$ cat src/rtl/cachemem_rd_arbiter.sv
// Two-requester AXI4 read arbiter: round-robin AR grant, a single burst in flight,
// and R beats steered back to the requester that owns the current burst.
module cachemem_rd_arbiter #(
    parameter int C_M_AXI_THREAD_ID_WIDTH = 1,
    parameter int C_M_AXI_ADDR_WIDTH      = 32,
    parameter int C_M_AXI_DATA_WIDTH      = 32
) (
    input  logic                               CLK,
    input  logic                               RST,
    input  logic [C_M_AXI_ADDR_WIDTH-1:0]      S0_ARADDR,
    input  logic [7:0]                         S0_ARLEN,
    input  logic                               S0_ARVALID,
    output logic                               S0_ARREADY,
    output logic [C_M_AXI_DATA_WIDTH-1:0]      S0_RDATA,
    output logic                               S0_RLAST,
    output logic                               S0_RVALID,
    input  logic                               S0_RREADY,
    input  logic [C_M_AXI_ADDR_WIDTH-1:0]      S1_ARADDR,
    input  logic [7:0]                         S1_ARLEN,
    input  logic                               S1_ARVALID,
    output logic                               S1_ARREADY,
    output logic [C_M_AXI_DATA_WIDTH-1:0]      S1_RDATA,
    output logic                               S1_RLAST,
    output logic                               S1_RVALID,
    input  logic                               S1_RREADY,
    output logic [C_M_AXI_THREAD_ID_WIDTH-1:0] M_AXI_ARID,
    output logic [C_M_AXI_ADDR_WIDTH-1:0]      M_AXI_ARADDR,
    output logic [7:0]                         M_AXI_ARLEN,
    output logic [2:0]                         M_AXI_ARSIZE,
    output logic [1:0]                         M_AXI_ARBURST,
    output logic [1:0]                         M_AXI_ARLOCK,
    output logic [3:0]                         M_AXI_ARCACHE,
    output logic [2:0]                         M_AXI_ARPROT,
    output logic [3:0]                         M_AXI_ARQOS,
    output logic [0:0]                         M_AXI_ARUSER,
    output logic                               M_AXI_ARVALID,
    input  logic                               M_AXI_ARREADY,
    input  logic [C_M_AXI_THREAD_ID_WIDTH-1:0] M_AXI_RID,
    input  logic [C_M_AXI_DATA_WIDTH-1:0]      M_AXI_RDATA,
    input  logic [1:0]                         M_AXI_RRESP,
    input  logic                               M_AXI_RLAST,
    input  logic [3:0]                         M_AXI_RUSER,
    input  logic                               M_AXI_RVALID,
    output logic                               M_AXI_RREADY,
    output logic [1:0]                         GRANT,
    output logic                               BUSY
);

    typedef enum logic [1:0] {S_IDLE, S_ADDR, S_DATA} state_t;

    state_t                          state_q, state_d;
    logic [1:0]                      grant_q, grant_d;
    logic [C_M_AXI_ADDR_WIDTH-1:0]   araddr_q, araddr_d;
    logic [7:0]                      arlen_q, arlen_d;
    logic                            arvalid_q, arvalid_d;
    logic                            prio_q, prio_d;
    logic                            win;
    logic                            ar_hs;
    logic                            m_rready;
    logic                            unused_ok;

    // Single-ID master: RID, RRESP and RUSER carry nothing this block acts on.
    assign unused_ok = ^{M_AXI_RID, M_AXI_RRESP, M_AXI_RUSER};

    // Winner index: a lone requester wins, a tie goes to the pointer.
    assign win   = (S0_ARVALID && S1_ARVALID) ? prio_q : S1_ARVALID;
    assign ar_hs = arvalid_q && M_AXI_ARREADY;

    always_ff @(posedge CLK) begin
        if (RST) begin
            state_q   <= S_IDLE;
            grant_q   <= '0;
            araddr_q  <= '0;
            arlen_q   <= '0;
            arvalid_q <= 1'b0;
            prio_q    <= 1'b0;
        end else begin
            state_q   <= state_d;
            grant_q   <= grant_d;
            araddr_q  <= araddr_d;
            arlen_q   <= arlen_d;
            arvalid_q <= arvalid_d;
            prio_q    <= prio_d;
        end
    end

    always_comb begin
        state_d   = state_q;
        grant_d   = grant_q;
        araddr_d  = araddr_q;
        arlen_d   = arlen_q;
        arvalid_d = arvalid_q;
        prio_d    = prio_q;
        case (state_q)
            S_IDLE: begin
                if (S0_ARVALID || S1_ARVALID) begin
                    state_d   = S_ADDR;
                    grant_d   = win ? 2'b10 : 2'b01;
                    araddr_d  = win ? S1_ARADDR : S0_ARADDR;
                    arlen_d   = win ? S1_ARLEN : S0_ARLEN;
                    arvalid_d = 1'b1;
                end
            end
            S_ADDR: begin
                if (ar_hs) begin
                    state_d   = S_DATA;
                    arvalid_d = 1'b0;
                end
            end
            S_DATA: begin
                if (M_AXI_RVALID && m_rready && M_AXI_RLAST) begin
                    state_d = S_IDLE;
                    grant_d = '0;
                    prio_d  = grant_q[0];
                end
            end
            default: state_d = S_IDLE;
        endcase
    end

    always_comb begin
        S0_ARREADY = 1'b0;
        S1_ARREADY = 1'b0;
        S0_RDATA   = '0;
        S0_RLAST   = 1'b0;
        S0_RVALID  = 1'b0;
        S1_RDATA   = '0;
        S1_RLAST   = 1'b0;
        S1_RVALID  = 1'b0;
        m_rready   = 1'b0;
        if (state_q == S_ADDR) begin
            S0_ARREADY = grant_q[0] && ar_hs;
            S1_ARREADY = grant_q[1] && ar_hs;
        end
        if (state_q == S_DATA) begin
            if (grant_q[0]) begin
                S0_RDATA  = M_AXI_RDATA;
                S0_RLAST  = M_AXI_RLAST;
                S0_RVALID = M_AXI_RVALID;
                m_rready  = S0_RREADY;
            end
            if (grant_q[1]) begin
                S1_RDATA  = M_AXI_RDATA;
                S1_RLAST  = M_AXI_RLAST;
                S1_RVALID = M_AXI_RVALID;
                m_rready  = S1_RREADY;
            end
        end
    end

    assign M_AXI_ARID    = '0;
    assign M_AXI_ARADDR  = araddr_q;
    assign M_AXI_ARLEN   = arlen_q;
    assign M_AXI_ARSIZE  = 3'b010;
    assign M_AXI_ARBURST = 2'b01;
    assign M_AXI_ARLOCK  = 2'b00;
    assign M_AXI_ARCACHE = 4'b0011;
    assign M_AXI_ARPROT  = 3'b000;
    assign M_AXI_ARQOS   = 4'b0000;
    assign M_AXI_ARUSER  = 1'b0;
    assign M_AXI_ARVALID = arvalid_q;
    assign M_AXI_RREADY  = m_rready;
    assign GRANT         = grant_q;
    assign BUSY          = (state_q != S_IDLE);

endmodule

$ cat config.mk
export PLATFORM = sky130hd
export DESIGN_NAME = cachemem_rd_arbiter
export DESIGN_NICKNAME = d
export VERILOG_FILES = /design/src/rtl/cachemem_rd_arbiter.sv
export SDC_FILE = /design/constraint.sdc
export NUM_CORES = 1
export LEC_CHECK = 0
export BUFFER_PORTS_ARGS = -buffer_cell sky130_fd_sc_hd__buf_2
export CORE_AREA = 2 2 102 104
export CTS_BUF_LIST = sky130_fd_sc_hd__clkbuf_4 sky130_fd_sc_hd__clkbuf_8 sky130_fd_sc_hd__clkbuf_16
export CTS_CLUSTER_DIAMETER = 80
export CTS_CLUSTER_SIZE = 8
export DETAILED_ROUTE_END_ITERATION = 7
export DIE_AREA = 0 0 104 106
export PLACE_DENSITY = 0.72
export SYNTH_ARGS = -nofsm -noshare
export SYNTH_HDL_FRONTEND = slang
export SYNTH_SLANG_ARGS = --single-unit
$ cat constraint.sdc
create_clock -name CLK -period 1.65 [get_ports CLK]
set_input_delay 0.495 -clock CLK [delete_from_list [all_inputs] [get_ports CLK]]
set_output_delay 0.495 -clock CLK [all_outputs]
set_load 0.05 [all_outputs]
==> metrics.yaml <==
outcome: "finished, violations left"
violations: "setup timing"
cts_sinks: 46
hold_violations: 0
htreeDepth: 2
crit_chain: "nor2b_4, buf_12, buf_12, and3_2, buf_8"
max-vdd-ir-drop_uv: 361.0
core_area_mm2: 0.01000
final_util_pct: 58.00
ys_seq_elements: 46
arrival_ps: 1470
cp-end-kind: "output port"
fmax_mhz: 508.3
drc: 0
finalPower_mw: 3.973
synthCells: 381
synth_edf_count: 0
path_clk_slew_ps: 90
area_growth_pct: 77.93
portBuffers: 235
yosysTopAreaCell: "dfxtp_1"
die_x_um: 104
max_cap_viol_count: 0
placed_area_mm2: 0.004974
p_per_area_mw_per_mm2: 685.0
synth_area_mm2: 0.003259
antennaDiodeCount: 0
worstSetupPathType: "reg -> out"
rsz0062_at_grt: "true"
dr.pass1.iters: 6
grt_max_degree: 42
async_reset_ff_share_pct: 0
max_stage_delay_ps: 340
first_iter_violations: 199
initial_core_util_pct: 32.60
crit_required_ps: 1150
grt_pass1_vias: 3754
yosysWarnings: 0
grt-ovfl-total: 0
period_needed_ps: 1967
ant_nets: 0
worst-path-max-fanout: 22
synth_common_cells: "and3_1, dfxtp_1, clkbuf_1"
reg2reg_slack_ps: 0
dpl.hpwl_um: 9031
clockRootBuffer: "clkbuf_8"
synthMostInstantiatedCell: "and3_1"
stdcell_area_mm2: 0.005799
setup.worst_path.start_class: "flop"
crit_top_cell: "buf_12"
avgRoutedWirePerCell_um: 17.28
grt_pass1_wl_um: 19720
syn_area_per_cell_um2: 8.555
cts_tree: "done"
yosysSeqAreaShare_pct: 28.25
crit_path_top_delay_cell: "dfxtp_2"
maxSlewViolCount: 0
track_usage_pct: 21.86
cts_buffers: 5
gp_congestion: 0.8893
synth_top_area_share_pct: 28.25
ios: 263
leakage_nw: 2.621
synthTopCellsByArea: "dfxtp_1, a311oi_2, and3_1, nand3b_1, a21oi_1"
fp.dieH_um: 106
routed_wl_um: 13100
fp-row-count: 37
fp.dieArea_mm2: 0.01102
setup_ws_ps: -317.4
setup_viol: 74
fin_nets: 749
finClkSkew_ps: 12.50
clk_latency_ps: 300
ys.flop_type: "dfxtp_1"
pre_cts_slack_ps: -89.32
clockBufferDepth: 2
viasPerCell: 5.257
drive_gt1_share_pct: 67.20
synth_cell_type_count: 27
antenna_found_initial: 0
num_vias: 3985
fin_crit_sh_pct: 119.2
hold_path.class: "reg -> reg"
timing repair:
action	in CTS	in global routing
pin swaps	5	8
gates resized for setup	153	26
endpoints found under the setup margin	74	107
gates cloned	1	1
setup buffers	4	11
hold buffers	0	0
flip-flops by register name, summed over array words and instances (netlist names):
register / flops
M_AXI_ARVALID: 1
state_q: 2
M_AXI_ARLEN: 8
prio_q: 1
GRANT: 2
M_AXI_ARADDR: 32
cells by family (layout without fill, tap and decap cells):
kind of cell	count (synthesis)	in the layout	share of synthesized area (%)
AND/OR/NAND/NOR	131	132	26.87
multiplexers	1	1	0.3071
buffers and inverters	74	296	12.05
flip-flops	46	46	28.25
other	2	20	0.2304
AO/OA/AOI/OAI	127	127	32.28
cell usage in the layout, fill, tap and decap left out, types with 20 or more instances in the layout:
cell type  synthesis  routed
and3_2             0      29
buf_4             20      51
o21ai_0           40      40
buf_2              2     161
dfxtp_1           46      41
conb_1             2      20
a311oi_2          40      40
and3_4             0      39
nand3b_1          43      43
buf_6              5      24
a21oi_1           43      43
buf_8              0      32
per-layer routing:
layer  track usage, %  part of all wire, %  vias up  wire length (µm)
met4            7.915                  2.6        0               336
met2            41.49                   53      195              6935
met1            24.40                   38     1896              4972
met3            3.740                  6.5       23               853
met5                0                    0        -                 0
li1                 -                    -     1871                 -
cell type report:
| cell class | instances | area (µm²) |
|---|---|---|
| clock buffers | 7 | 90.09 |
| multi-input cells | 280 | 2293 |
| flip-flops and latches | 46 | 929.6 |
| repair buffers | 285 | 2275 |
| fillers | 858 | 4200 |
| well taps | 136 | 170.2 |
| inverters | 3 | 11.26 |
| clock inverters | 1 | 30.03 |
report_power, final:
| group | switching (mW) | internal, mW |
|---|---|---|
| combinational | 1.15 | 0.617 |
| sequential | 0.0810 | 1.24 |
| clock | 0.375 | 0.511 |
| total | 1.60 | 2.37 |
per-stage QoR:
stage / std cells / hold slack, ps / TNS, ps
floorplan: 399 / 462.7 / -1229
global placement: 735 / 464.2 / -358.4
detailed placement: 735 / 470.9 / -2644
CTS: 748 / 482.6 / -19730
global route: 758 / 495.1 / -24220
finish: 758 / 480.3 / -20030
critical path, delay by kind of cell, from the launching register on:
kind                   cells  cell delay [ps]
DFF                        1              340
and+or+nand+nor            2              410
buffers and inverters      3              420
path summary, 6_finish.rpt:
kind / end / cells after the start / startpoint
max reg2reg: GRANT[1]$_SDFFE_PP0P_ / 8 / state_q[1]$_SDFFE_PP0P_
min: M_AXI_ARVALID$_SDFFE_PP0P_ / 2 / M_AXI_ARVALID$_SDFFE_PP0P_
min reg2reg: M_AXI_ARVALID$_SDFFE_PP0P_ / 2 / M_AXI_ARVALID$_SDFFE_PP0P_
max: S0_RDATA[2] / 5 / state_q[1]$_SDFFE_PP0P_
No activity file was read; power rests on OpenSTA's default activity.
